===== config.mk =====
export PLATFORM = sky130hd
export DESIGN_NAME = ps2_key_decoder_flat
export DESIGN_NICKNAME = d
export VERILOG_FILES = /design/src/rtl/ps2_key_decoder_if.sv /design/src/rtl/ps2_key_decoder.sv /design/src/flat_wrapper.sv
export SDC_FILE = /design/constraint.sdc
export NUM_CORES = 1
export LEC_CHECK = 0
export ABC_AREA = 0
export BUFFER_PORTS_ARGS = -buffer_cell sky130_fd_sc_hd__buf_4
export CORE_ASPECT_RATIO = 1.1
export CORE_UTILIZATION = 62
export CTS_CLUSTER_DIAMETER = 30
export CTS_CLUSTER_SIZE = 16
export DETAILED_ROUTE_END_ITERATION = 8
export PLACE_DENSITY = 0.85
export SYNTH_ARGS = -nofsm -noshare
export SYNTH_HDL_FRONTEND = slang
export SYNTH_SLANG_ARGS = --single-unit

===== constraint.sdc =====
create_clock -name clk -period 3.3 [get_ports clk]
set_input_delay 0.495 -clock clk [delete_from_list [all_inputs] [get_ports clk]]
set_output_delay 0.495 -clock clk [all_outputs]
set_load 0.1 [all_outputs]

===== src/rtl/ps2_key_decoder_if.sv =====
// Key-event stream from the PS/2 decoder FIFO head to a keycode consumer.
// A pop happens on any clock edge where key_valid and key_ready are both high.
interface ps2_key_decoder_if;
    logic       key_valid;
    logic       key_ready;
    logic [7:0] key_data;
    logic       key_broken;
    logic [3:0] key_mods;

    modport master (
        output key_valid,
        output key_data,
        output key_broken,
        output key_mods,
        input  key_ready
    );

    modport slave (
        input  key_valid,
        input  key_data,
        input  key_broken,
        input  key_mods,
        output key_ready
    );
endinterface


===== src/rtl/ps2_key_decoder.sv =====
// PS/2 scan-code-set-2 decoder: prefix FSM, modifier tracking, sequence timeout
// and a first-word-fall-through key-event FIFO with a valid/ready head.
module ps2_key_decoder #(
    parameter int         FIFO_DEPTH     = 8,
    parameter int         TIMEOUT_CYCLES = 1000000,
    parameter logic [7:0] PAUSE_CODE     = 8'h41
) (
    input  logic                        clk,
    input  logic                        rst_n,
    input  logic                        ps2_rx_stb,
    input  logic [7:0]                  ps2_rx_data,
    ps2_key_decoder_if.master           key,
    output logic                        overflow,
    input  logic                        overflow_clr,
    output logic [$clog2(FIFO_DEPTH):0] fifo_count
);

    localparam int              AW       = $clog2(FIFO_DEPTH);
    localparam int              TW       = (TIMEOUT_CYCLES > 1) ? $clog2(TIMEOUT_CYCLES) : 1;
    localparam logic [TW-1:0]   TMO_LAST = TW'(TIMEOUT_CYCLES - 1);
    localparam logic [AW:0]     DEPTH_C  = (AW + 1)'(FIFO_DEPTH);

    localparam int M_LSHIFT = 0;
    localparam int M_RSHIFT = 1;
    localparam int M_LCTRL  = 2;
    localparam int M_RCTRL  = 3;
    localparam int M_LALT   = 4;
    localparam int M_RALT   = 5;
    localparam int M_LWIN   = 6;
    localparam int M_RWIN   = 7;

    typedef enum logic [2:0] {
        IDLE,
        EXT,
        BRK,
        EXTBRK,
        PAUSE
    } state_t;

    state_t          state, state_nx;
    logic [2:0]      skip_cnt, skip_nx;
    logic [TW-1:0]   tmo_cnt, tmo_nx;
    logic [7:0]      mod_state, mods_nx;

    logic            dec_go, dec_ext, dec_brk, pause_go;
    logic [7:0]      dec_code, dec_mask;

    logic            ev_valid, ev_valid_nx;
    logic [7:0]      ev_code, ev_code_nx;
    logic            ev_broken, ev_broken_nx;
    logic [3:0]      ev_mods, ev_mods_nx;

    logic [12:0]     mem [FIFO_DEPTH];
    logic [AW-1:0]   wr_ptr, rd_ptr;
    logic [AW:0]     count;
    logic [12:0]     last_word, head_word;
    logic            full, pop, push_ok, drop;

    function automatic logic [7:0] map_base(input logic [7:0] sc);
        case (sc)
            8'h1C: map_base = 8'h01;
            8'h32: map_base = 8'h02;
            8'h21: map_base = 8'h03;
            8'h23: map_base = 8'h04;
            8'h24: map_base = 8'h05;
            8'h2B: map_base = 8'h06;
            8'h34: map_base = 8'h07;
            8'h33: map_base = 8'h08;
            8'h43: map_base = 8'h09;
            8'h3B: map_base = 8'h0A;
            8'h42: map_base = 8'h0B;
            8'h4B: map_base = 8'h0C;
            8'h3A: map_base = 8'h0D;
            8'h31: map_base = 8'h0E;
            8'h44: map_base = 8'h0F;
            8'h4D: map_base = 8'h10;
            8'h15: map_base = 8'h11;
            8'h2D: map_base = 8'h12;
            8'h1B: map_base = 8'h13;
            8'h2C: map_base = 8'h14;
            8'h3C: map_base = 8'h15;
            8'h2A: map_base = 8'h16;
            8'h1D: map_base = 8'h17;
            8'h22: map_base = 8'h18;
            8'h35: map_base = 8'h19;
            8'h1A: map_base = 8'h1A;
            8'h45: map_base = 8'h1B;
            8'h16: map_base = 8'h1C;
            8'h1E: map_base = 8'h1D;
            8'h26: map_base = 8'h1E;
            8'h25: map_base = 8'h1F;
            8'h2E: map_base = 8'h20;
            8'h36: map_base = 8'h21;
            8'h3D: map_base = 8'h22;
            8'h3E: map_base = 8'h23;
            8'h46: map_base = 8'h24;
            8'h29: map_base = 8'h25;
            8'h66: map_base = 8'h26;
            8'h0D: map_base = 8'h27;
            8'h76: map_base = 8'h28;
            8'h0E: map_base = 8'h29;
            8'h4E: map_base = 8'h2A;
            8'h55: map_base = 8'h2B;
            8'h54: map_base = 8'h2C;
            8'h12: map_base = 8'h2D;
            8'h59: map_base = 8'h2D;
            8'h14: map_base = 8'h2E;
            8'h11: map_base = 8'h2F;
            8'h5A: map_base = 8'h30;
            8'h58: map_base = 8'h31;
            8'h5B: map_base = 8'h33;
            8'h5D: map_base = 8'h34;
            8'h4C: map_base = 8'h35;
            8'h52: map_base = 8'h36;
            8'h41: map_base = 8'h37;
            8'h49: map_base = 8'h38;
            8'h4A: map_base = 8'h39;
            8'h05: map_base = 8'h3A;
            8'h06: map_base = 8'h3B;
            8'h04: map_base = 8'h3C;
            8'h0C: map_base = 8'h3D;
            8'h03: map_base = 8'h3E;
            8'h0B: map_base = 8'h3F;
            8'h83: map_base = 8'h40;
            8'h0A: map_base = 8'h42;
            8'h01: map_base = 8'h43;
            8'h09: map_base = 8'h44;
            8'h78: map_base = 8'h45;
            8'h07: map_base = 8'h46;
            default: map_base = 8'h00;
        endcase
    endfunction

    function automatic logic [7:0] map_ext(input logic [7:0] sc);
        case (sc)
            8'h5A: map_ext = 8'h30;
            8'h75: map_ext = 8'h47;
            8'h72: map_ext = 8'h48;
            8'h6B: map_ext = 8'h49;
            8'h74: map_ext = 8'h4A;
            8'h70: map_ext = 8'h4B;
            8'h71: map_ext = 8'h4C;
            8'h6C: map_ext = 8'h4D;
            8'h69: map_ext = 8'h4E;
            8'h7D: map_ext = 8'h4F;
            8'h7A: map_ext = 8'h50;
            8'h4A: map_ext = 8'h39;
            8'h14: map_ext = 8'h2E;
            8'h11: map_ext = 8'h2F;
            8'h1F: map_ext = 8'h32;
            8'h27: map_ext = 8'h32;
            default: map_ext = 8'h00;
        endcase
    endfunction

    // One-hot position of a modifier key in mod_state, zero for ordinary keys.
    function automatic logic [7:0] mod_mask(input logic ext, input logic [7:0] sc);
        mod_mask = 8'h00;
        if (!ext) begin
            case (sc)
                8'h12:   mod_mask[M_LSHIFT] = 1'b1;
                8'h59:   mod_mask[M_RSHIFT] = 1'b1;
                8'h14:   mod_mask[M_LCTRL]  = 1'b1;
                8'h11:   mod_mask[M_LALT]   = 1'b1;
                default: mod_mask = 8'h00;
            endcase
        end else begin
            case (sc)
                8'h14:   mod_mask[M_RCTRL]  = 1'b1;
                8'h11:   mod_mask[M_RALT]   = 1'b1;
                8'h1F:   mod_mask[M_LWIN]   = 1'b1;
                8'h27:   mod_mask[M_RWIN]   = 1'b1;
                default: mod_mask = 8'h00;
            endcase
        end
    endfunction

    function automatic logic [3:0] fold_mods(input logic [7:0] m);
        fold_mods = {m[M_LWIN]  | m[M_RWIN],
                     m[M_LALT]  | m[M_RALT],
                     m[M_LCTRL] | m[M_RCTRL],
                     m[M_LSHIFT]| m[M_RSHIFT]};
    endfunction

    always_ff @(posedge clk or negedge rst_n) begin
        if (!rst_n) begin
            state     <= IDLE;
            skip_cnt  <= '0;
            tmo_cnt   <= '0;
            mod_state <= '0;
            ev_valid  <= 1'b0;
            ev_code   <= '0;
            ev_broken <= 1'b0;
            ev_mods   <= '0;
        end else begin
            state     <= state_nx;
            skip_cnt  <= skip_nx;
            tmo_cnt   <= tmo_nx;
            mod_state <= mods_nx;
            ev_valid  <= ev_valid_nx;
            ev_code   <= ev_code_nx;
            ev_broken <= ev_broken_nx;
            ev_mods   <= ev_mods_nx;
        end
    end

    always_comb begin
        state_nx = state;
        skip_nx  = skip_cnt;
        tmo_nx   = tmo_cnt;
        mods_nx  = mod_state;
        dec_go   = 1'b0;
        dec_ext  = 1'b0;
        dec_brk  = 1'b0;
        pause_go = 1'b0;

        if (ps2_rx_stb) begin
            tmo_nx = '0;
            case (state)
                IDLE: begin
                    case (ps2_rx_data)
                        8'hE0: state_nx = EXT;
                        8'hF0: state_nx = BRK;
                        8'hE1: begin
                            state_nx = PAUSE;
                            skip_nx  = 3'd7;
                        end
                        8'hAA, 8'hFA, 8'hFE, 8'hEE, 8'h00, 8'hFF: state_nx = IDLE;
                        default: dec_go = 1'b1;
                    endcase
                end
                EXT: begin
                    if (ps2_rx_data == 8'hF0) begin
                        state_nx = EXTBRK;
                    end else if (ps2_rx_data != 8'hE0 && ps2_rx_data != 8'h12) begin
                        dec_go   = 1'b1;
                        dec_ext  = 1'b1;
                        state_nx = IDLE;
                    end
                end
                BRK: begin
                    dec_go   = 1'b1;
                    dec_brk  = 1'b1;
                    state_nx = IDLE;
                end
                EXTBRK: begin
                    state_nx = IDLE;
                    if (ps2_rx_data != 8'h12) begin
                        dec_go  = 1'b1;
                        dec_ext = 1'b1;
                        dec_brk = 1'b1;
                    end
                end
                PAUSE: begin
                    if (skip_cnt == 3'd1) begin
                        pause_go = 1'b1;
                        skip_nx  = '0;
                        state_nx = IDLE;
                    end else begin
                        skip_nx = skip_cnt - 3'd1;
                    end
                end
                default: state_nx = IDLE;
            endcase
        end else if (state != IDLE && TIMEOUT_CYCLES != 0) begin
            // An abandoned partial sequence falls back to IDLE without an event.
            if (tmo_cnt == TMO_LAST) begin
                state_nx = IDLE;
                skip_nx  = '0;
                tmo_nx   = '0;
            end else begin
                tmo_nx = tmo_cnt + 1'b1;
            end
        end else begin
            tmo_nx = '0;
        end

        dec_code = dec_ext ? map_ext(ps2_rx_data) : map_base(ps2_rx_data);
        dec_mask = mod_mask(dec_ext, ps2_rx_data);
        if (dec_go) begin
            mods_nx = dec_brk ? (mod_state & ~dec_mask) : (mod_state | dec_mask);
        end

        ev_valid_nx  = (dec_go && dec_code != 8'h00) || pause_go;
        ev_code_nx   = pause_go ? PAUSE_CODE : dec_code;
        ev_broken_nx = dec_go && dec_brk;
        ev_mods_nx   = fold_mods(mods_nx);
    end

    always_comb begin
        full      = (count == DEPTH_C);
        pop       = (count != '0) && key.key_ready;
        push_ok   = ev_valid && (!full || pop);
        drop      = ev_valid && full && !pop;
        head_word = (count != '0) ? mem[rd_ptr] : last_word;
    end

    always_ff @(posedge clk) begin
        if (push_ok) begin
            mem[wr_ptr] <= {ev_mods, ev_broken, ev_code};
        end
    end

    // last_word keeps the most recently popped entry visible while empty.
    always_ff @(posedge clk or negedge rst_n) begin
        if (!rst_n) begin
            wr_ptr    <= '0;
            rd_ptr    <= '0;
            count     <= '0;
            last_word <= '0;
            overflow  <= 1'b0;
        end else begin
            if (push_ok) begin
                wr_ptr <= wr_ptr + 1'b1;
            end
            if (pop) begin
                rd_ptr    <= rd_ptr + 1'b1;
                last_word <= mem[rd_ptr];
            end
            case ({push_ok, pop})
                2'b10:   count <= count + 1'b1;
                2'b01:   count <= count - 1'b1;
                default: count <= count;
            endcase
            if (drop) begin
                overflow <= 1'b1;
            end else if (overflow_clr) begin
                overflow <= 1'b0;
            end
        end
    end

    assign key.key_valid  = (count != '0);
    assign key.key_data   = head_word[7:0];
    assign key.key_broken = head_word[8];
    assign key.key_mods   = head_word[12:9];
    assign fifo_count     = count;

endmodule


===== src/flat_wrapper.sv =====
// flat-port wrapper written by rule: the top's interface ports become plain ports
module ps2_key_decoder_flat 
#(
    parameter int         FIFO_DEPTH     = 8,
    parameter int         TIMEOUT_CYCLES = 1000000,
    parameter logic [7:0] PAUSE_CODE     = 8'h41
)
  (clk, rst_n, ps2_rx_stb, ps2_rx_data, overflow, overflow_clr, fifo_count, key_key_valid, key_key_data, key_key_broken, key_key_mods, key_key_ready);
  ps2_key_decoder_if key_i ();
  input  logic clk;
  input  logic rst_n;
  input  logic ps2_rx_stb;
  input  logic [7:0] ps2_rx_data;
  output logic overflow;
  input  logic overflow_clr;
  output logic [$clog2(FIFO_DEPTH):0] fifo_count;
  output wire logic [$bits(key_i.key_valid)-1:0] key_key_valid;
  output wire logic [$bits(key_i.key_data)-1:0] key_key_data;
  output wire logic [$bits(key_i.key_broken)-1:0] key_key_broken;
  output wire logic [$bits(key_i.key_mods)-1:0] key_key_mods;
  input wire logic [$bits(key_i.key_ready)-1:0] key_key_ready;
  assign key_key_valid = key_i.key_valid;
  assign key_key_data = key_i.key_data;
  assign key_key_broken = key_i.key_broken;
  assign key_key_mods = key_i.key_mods;
  assign key_i.key_ready = key_key_ready;
  ps2_key_decoder #(.FIFO_DEPTH(FIFO_DEPTH), .TIMEOUT_CYCLES(TIMEOUT_CYCLES), .PAUSE_CODE(PAUSE_CODE)) u_core (.clk(clk), .rst_n(rst_n), .ps2_rx_stb(ps2_rx_stb), .ps2_rx_data(ps2_rx_data), .key(key_i), .overflow(overflow), .overflow_clr(overflow_clr), .fifo_count(fifo_count));
endmodule

==> results of run 1 <==
## power groups by stage
stage	Combinational [mW]	Sequential (mW)	Clock, mW
after floorplan	2.82	3.01	0
after global placement	3.58	2.90	0
after detailed placement	3.69	2.94	0
after CTS	3.73	2.91	1.89
after global routing	3.93	2.96	1.96
final	3.73	2.92	1.86
## registers in the layout, summed over array words and instances (netlist names)
| signal | cells |
|---|---|
| u_core.ev_valid | 1 |
| u_core.wr_ptr | 3 |
| u_core.ev_mods | 4 |
| u_core.state | 3 |
| u_core.mem | 96 |
| u_core.rd_ptr | 3 |
| u_core.ev_broken | 1 |
| u_core.ev_code | 7 |
| u_core.fifo_count | 4 |
| u_core.skip_cnt | 3 |
| u_core.tmo_cnt | 20 |
| u_core.mod_state | 8 |
| u_core.overflow | 1 |
| u_core.last_word | 12 |
## cell families after synthesis
logic type,Yosys count,synth area share
compound gates,153,0.118
xor+xnor,24,0.0242
fa+ha+maj,19,0.0282
buf+inv,71,0.0383
flops,166,0.533
mux,51,0.0982
other cells,1,0.000431
simple gates,267,0.160
## final cells by class
| type | instances | area share |
|---|---|---|
| flip-flops and latches | 166 | 0.476 |
| clock buffers | 21 | 0.0474 |
| clock inverters | 11 | 0.0101 |
| inverters | 22 | 0.00848 |
| well taps | 188 | 0.0241 |
| multi-input cells | 515 | 0.391 |
| repair buffers | 56 | 0.0431 |
## per-layer routing
layer,global-route usage,vias to the layer above
met2,0.517,342
li1,-,2836
met5,0,-
met4,0.165,0
met1,0.387,3069
met3,0.0635,68
## placed cells by master, fill, tap and decap left out, types with 7 or more instances in the layout
| cell | Yosys | final |
|---|---|---|
| o21ai_0 | 37 | 37 |
| buf_4 | 4 | 56 |
| a21oi_4 | 0 | 7 |
| xnor2_1 | 10 | 10 |
| nand3_1 | 20 | 20 |
| nand2b_1 | 18 | 18 |
| ha_1 | 18 | 18 |
| dfrtp_1 | 70 | 70 |
| nor3_1 | 12 | 12 |
| edfxtp_1 | 96 | 96 |
| xor2_1 | 14 | 14 |
| nor2_1 | 72 | 72 |
| nor2b_1 | 12 | 12 |
| o31ai_1 | 8 | 8 |
| a21oi_1 | 33 | 24 |
| clkbuf_16 | 0 | 18 |
| nand4_1 | 8 | 8 |
| inv_1 | 22 | 22 |
| mux2i_1 | 17 | 17 |
| and3_1 | 9 | 9 |
| nand2_1 | 65 | 65 |
| a31oi_1 | 9 | 9 |
| mux4_2 | 26 | 26 |
## worst max-delay path by stage
stage	slack, ps	cells past startpoint	endpoint
after floorplan	-230	5	key_key_data[0]
after global placement	180	10	u_core.ev_valid
after detailed placement	90	10	u_core.ev_valid
after CTS	270	5	key_key_data[6]
after global routing	190	5	key_key_data[2]
final	310	5	key_key_data[2]
## worst max-delay path, cell delays in order, from the launching register on
cell,delay [ps]
dfrtp_1,340
buf_4,440
mux4_2,570
mux2i_1,380
a21oi_4,90
buf_4,240
==> summary.txt, run 1 <==
Status
  – Outcome: finished clean

Power
  – Static Leak: 3.81 nW
  – Overall Power: 8.50 mW
  – Power Dens Cells: 873 nW/um^2
  – Switching power summed over all nets: 3.65 mW
  – Sequential cell fraction of total power: 0.343
  – Logic pwr share: 0.438
  – Share of total power consumed by net switching: 0.429
  – IR drop worst, VDD: 433 uV
  – Part of the power in the clock network: 0.219
  – Cell internal pwr: 4.85 mW

STA
  – Setup Skew: 10.4 ps
  – Max-slew headroom at the worst pin: 0.416
  – Minimum clock period: 2990 ps
  – Transition at the pin with the smallest max-transition slack: 876 ps
  – Final critical-path share of the clock period: 0.906
  – Number of setup violations in the final report: 0
  – Highest attainable clock frequency: 334 MHz
  – Worst Setup Slack, final: 309 ps
  – Setup repair after global routing missed its margin: no
  – Worst hold slack across all endpoints: 184 ps
  – Final slew viol count: 0
  – Setup TNS Final: 0 ps
  – Hold violation count in the final report: 0

Logic synthesis
  – Synthesized area divided by synthesized cell count: 11.6 sq um
  – Proportion of synthesized flip-flops having asynchronous set or reset: 0.422
  – Synth Cell Area: 8690 sq um
  – Main flop type after synthesis: edfxtp_1
  – Number of flip-flops and latches in the synthesized netlist: 166
  – Cell variety after synth: 80
  – Top cells by count, synth: 96 x edfxtp_1, 72 x nor2_1, 70 x dfrtp_1
  – Ranking of synthesized cells by area: edfxtp_1 33%, dfrtp_1 20%, mux4_2 6.7%
  – Yosys top cell area share: 0.332
  – Sequential area share after synthesis: 0.533
  – Yosys top cell by area: edfxtp_1
  – Number of standard cells after synthesis: 752
  – Most numerous cell in the Yosys netlist: edfxtp_1
  – Number of warnings reported in the yosys synthesis log: 0
  – Post-synth EDFFs: 96
  – Net Count, Synth: 784

Setup path
  – Data required, critical path: 2800 ps
  – Cell depth of the worst flop-to-flop path: 11
  – CP Data Arrival Time: 2500 ps
  – Type of the setup path with the least slack: flip-flop to output pin
  – Crit path launch: u_core.rd_ptr[0]
  – Sort of element at the start of the critical path: flip-flop
  – Type of destination of the critical path: output pin
  – Internal reg-to-reg setup slack: 620 ps
  – Crit-path max FO: 26
  – Crit Reg-Reg Startpoint: u_core.fifo_count[1]
  – Critical R2R Capture: u_core.fifo_count[3]

Clocking
  – Number of clock sinks: 166
  – CTS-repair resized insts: 0
  – Root buffer cell: clkbuf_16
  – Clock insertion delay at the later pin of the skew report: 420 ps
  – Post-CTS setup buffer count: 0
  – Clock Tree Buf Depth: 2
  – CTS H-Tree Depth: 4
  – TritonCTS Buffers: 17
  – CTS tree: yes
  – Hold-fix buffer count after cts: 0
  – Clock-pin slew reported for the worst setup and hold paths after clock tree synthesis: 70 ps

Floorplan
  – DIE WIDTH: 115 microns
  – Core area: 13700 sq um
  – Number of primary I/O pins: 32
  – Height of the die: 126 microns
  – Initial Utilization: 0.633
  – Total Die Area: 14500 sq um
  – Floorplan row count: 45

Finish
  – Storage element area: 4630 sq um
  – Final antenna diode count: 0
  – Core occupancy in the finished layout: 0.709
  – Count of nets after finishing: 810
  – Number of cells in the finished layout apart from fillers: 979
  – Layout Cell Area excl Fill: 9740 sq um
  – Layout cells sized above 1: 0.183
  – Area of combinational cells with multiple inputs: 3810 sq um
  – Layout area overhead: 12.1%
  – Number of fill cells in the layout: 993

Placed design
  – Cell area after placement: 9180 sq um
  – Count of input and output buffers: 30
  – Total half-perimeter wirelength after legalization and detailed placement: 14.5 mm
  – Post-placement cell count: 947
  – Final Wtd Congestion: 0.992
  – Dpl ws: 90.4 ps

Route
  – Met2 WL: 10.6 mm
  – DRC violation count after routing: 0
  – 1st-iter DRT viols: 653
  – Wirelength, routed: 21.3 mm
  – Wire length on met1: 8.43 mm
  – Detailed-router iteration count before antenna repair: 8
  – Routed via count divided by cell count: 6.45
  – Total via count in the routed design: 6315
  – Number of nets still failing antenna checks after routing: 0
  – Routed length per instance: 21.8 microns
  – Highest metal layer with signal wires: met4
  – Length of routed met3 wiring: 1.45 mm

Global route
  – Number of global-route vias before repair: 6353
  – Residual overflow from global routing: 0
  – Number of antenna violations at the first check in global routing: 0
  – Global-route usage over all layers: 0.313
  – Pin count of the biggest net entering global routing: 71
  – Wire length of the first global-routing pass: 33.6 mm

Worst hold path
  – Type of the most critical hold path: primary input to async pin

Flow run
  – Count of max-cap constraint violations: 0
No activity file was read; power rests on OpenSTA's default activity.
==> run 2: changes to the inputs <==
--- a/config.mk
+++ b/config.mk
@@ -8,11 +8,12 @@
 export ABC_AREA = 0
 export BUFFER_PORTS_ARGS = -buffer_cell sky130_fd_sc_hd__buf_4
 export CORE_ASPECT_RATIO = 1.1
-export CORE_UTILIZATION = 62
+export CORE_UTILIZATION = 60
+export CTS_BUF_LIST = sky130_fd_sc_hd__clkbuf_4
 export CTS_CLUSTER_DIAMETER = 30
 export CTS_CLUSTER_SIZE = 16
 export DETAILED_ROUTE_END_ITERATION = 8
-export PLACE_DENSITY = 0.85
+export PLACE_DENSITY = 0.83
 export SYNTH_ARGS = -nofsm -noshare
 export SYNTH_HDL_FRONTEND = slang
 export SYNTH_SLANG_ARGS = --single-unit
==> summary.txt, run 2 (synthesis results as in run 1) <==
Status
  – Outcome: finished clean

Clocking
  – CTS-repair resized insts: 0 (unchanged)
  – Clock insertion delay at the later pin of the skew report: 540 ps (+120 ps)
  – CTS H-Tree Depth: 4 (unchanged)
  – Number of clock sinks: 166 (unchanged)
  – TritonCTS Buffers: 17 (unchanged)
  – Root buffer cell: clkbuf_4
  – CTS tree: yes
  – Clock-pin slew reported for the worst setup and hold paths after clock tree synthesis: 140 ps (+70 ps)
  – Hold-fix buffer count after cts: 0 (unchanged)
  – Clock Tree Buf Depth: 2 (unchanged)
  – Post-CTS setup buffer count: 0 (unchanged)

STA
  – Hold violation count in the final report: 0 (unchanged)
  – Max-slew headroom at the worst pin: 0.410 (-0.00540)
  – Setup Skew: 33.0 ps (+22.5 ps)
  – Transition at the pin with the smallest max-transition slack: 884 ps (+8.10 ps)
  – Worst Setup Slack, final: 346 ps (+37.1 ps)
  – Minimum clock period: 2950 ps (-37.1 ps)
  – Setup repair after global routing missed its margin: no
  – Highest attainable clock frequency: 339 MHz (+1.3%)
  – Number of setup violations in the final report: 0 (unchanged)
  – Final slew viol count: 0 (unchanged)
  – Final critical-path share of the clock period: 0.895 (-0.0112)

Finish
  – Layout cells sized above 1: 0.188 (+0.00506)
  – Flip-flop count of the largest register, all copies and words added: 96 (unchanged)
  – Largest registers: u_core.mem: 96 flops, u_core.tmo_cnt: 20 flops, u_core.last_word: 12 flops
  – Count of nets after finishing: 810 (unchanged)
  – Layout area overhead: 9.06%
  – Largest Register: u_core.mem
  – Commonest cells after routing, fill and taps aside: 96 x edfxtp_1, 72 x nor2_1, 70 x dfrtp_1
  – Leading cell type in the layout, fill and taps excluded: edfxtp_1

Floorplan
  – Core area: 14000 sq um (+1.6%)
  – Height of the die: 128 microns (+1.6%)
  – DIE WIDTH: 117 microns (+1.6%)
  – Total Die Area: 15000 sq um (+3.3%)
  – Floorplan row count: 45 (unchanged)
  – Number of primary I/O pins: 32 (unchanged)
  – Initial Utilization: 0.622 (-0.0102)

Setup path
  – Crit path max-delay cell type: mux4_2
  – Data required, critical path: 2800 ps (about the same)
  – Largest delay contributor family on the critical path: multiplexers
  – Internal reg-to-reg setup slack: 690 ps (+70 ps)
  – CP Cell Sequence: buf_12 -> mux4_2 -> mux2i_1 -> a21oi_4 -> buf_4
  – Crit-path max FO: 26 (unchanged)
  – Worst Path Buf+Inv: 2 (unchanged)
  – Type of the setup path with the least slack: flip-flop to output pin
  – Sort of element at the start of the critical path: flip-flop
  – Crit Reg-Reg Startpoint: u_core.fifo_count[1]
  – CP max stage delay: 540 ps (-30 ps)
  – CP Data Arrival Time: 2460 ps (-40 ps)
  – Cell depth of the worst flop-to-flop path: 11 (unchanged)
  – Critical R2R Capture: u_core.fifo_count[3]
  – Type of destination of the critical path: output pin

Route
  – Total via count in the routed design: 6176 (-2.2%)
  – Number of nets still failing antenna checks after routing: 0 (unchanged)
  – Detailed-router iteration count before antenna repair: 5 (-3)
  – Routed length per instance: 20.3 microns (-7.0%)
  – Wirelength, routed: 19.8 mm (-6.9%)
  – 1st-iter DRT viols: 574 (-12%)
  – DRC violation count after routing: 0 (unchanged)
  – Routed via count divided by cell count: 6.30 (-2.3%)

Placed design
  – Dpl ws: 198 ps (+107 ps)
  – Count of input and output buffers: 30 (unchanged)
  – Final Wtd Congestion: 0.994 (+0.18%)
  – Total half-perimeter wirelength after legalization and detailed placement: 14.0 mm (-3.6%)

Global route
  – Global-route usage over all layers: 0.284 (-0.0285)
  – Number of global-route vias before repair: 5992 (-5.7%)
  – Wire length of the first global-routing pass: 31.5 mm (-6.3%)
  – Pin count of the biggest net entering global routing: 71 (unchanged)
  – Number of antenna violations at the first check in global routing: 1 (+1)
  – Residual overflow from global routing: 0 (unchanged)

Flow run
  – Count of max-cap constraint violations: 0 (unchanged)

Power
  – Static Leak: 3.68 nW (-3.3%)
  – Power Dens Cells: 812 nW/um^2 (-7.0%)
  – Overall Power: 7.70 mW (-9.5%)
  – IR drop worst, VDD: 451 uV (+4.3%)

Worst hold path
  – Type of the most critical hold path: primary input to async pin
-- run 2: how the worst max path moves through the flow --
| stage | start | end | slack (ps) | cells after the start |
|---|---|---|---|---|
| after floorplan | u_core.fifo_count[0] | key_key_data[0] | -230 | 5 |
| after global placement | ps2_rx_data[1] | u_core.ev_valid | 250 | 10 |
| after detailed placement | ps2_rx_data[1] | u_core.ev_valid | 200 | 10 |
| after CTS | u_core.rd_ptr[0] | key_key_mods[0] | 270 | 5 |
| after global routing | u_core.rd_ptr[0] | key_key_mods[0] | 210 | 5 |
| final | u_core.rd_ptr[0] | key_key_mods[0] | 350 | 5 |
-- run 2: area by class of cell --
class | count | area (sq um)
flip-flops and latches | 166 | 4630
fillers | 986 | 4490
inverters | 22 | 82.6
well taps | 188 | 235
repair buffers | 56 | 445
multi-input cells | 515 | 3810
clock buffers | 20 | 150
clock inverters | 12 | 118
diodes | 1 | 2.50
-- run 2: per-stage QoR --
stage | utilization | std cells | setup TNS (ps) | hold WS (ps) | area [sq um]
floorplan | - | 752 | -1140 | 199 | 8780
global placement | 0.659 | 947 | 0 | 462 | 9210
detailed placement | 0.659 | 947 | 0 | 472 | 9210
CTS | 0.679 | 979 | 0 | 50.0 | 9480
global route | 0.679 | 980 | 0 | 72.7 | 9480
finish | 0.679 | 980 | 0 | 42.6 | 9480
-- run 2: report_power, final --
group / internal (mW) / switching (mW) / total (mW)
registers: 2.62 / 0.288 / 2.91
clock network: 0.411 / 0.689 / 1.10
logic: 1.16 / 2.54 / 3.69
total: 4.18 / 3.51 / 7.70
-- run 2: per-layer routing --
metal,up-vias,part of all wire,wire length (microns),global-route usage
met5,-,0,0,0
met1,3018,0.41,8150,0.356
li1,2849,-,-,-
met2,261,0.50,10000,0.482
met4,0,0.028,546,0.114
met3,48,0.058,1160,0.0577
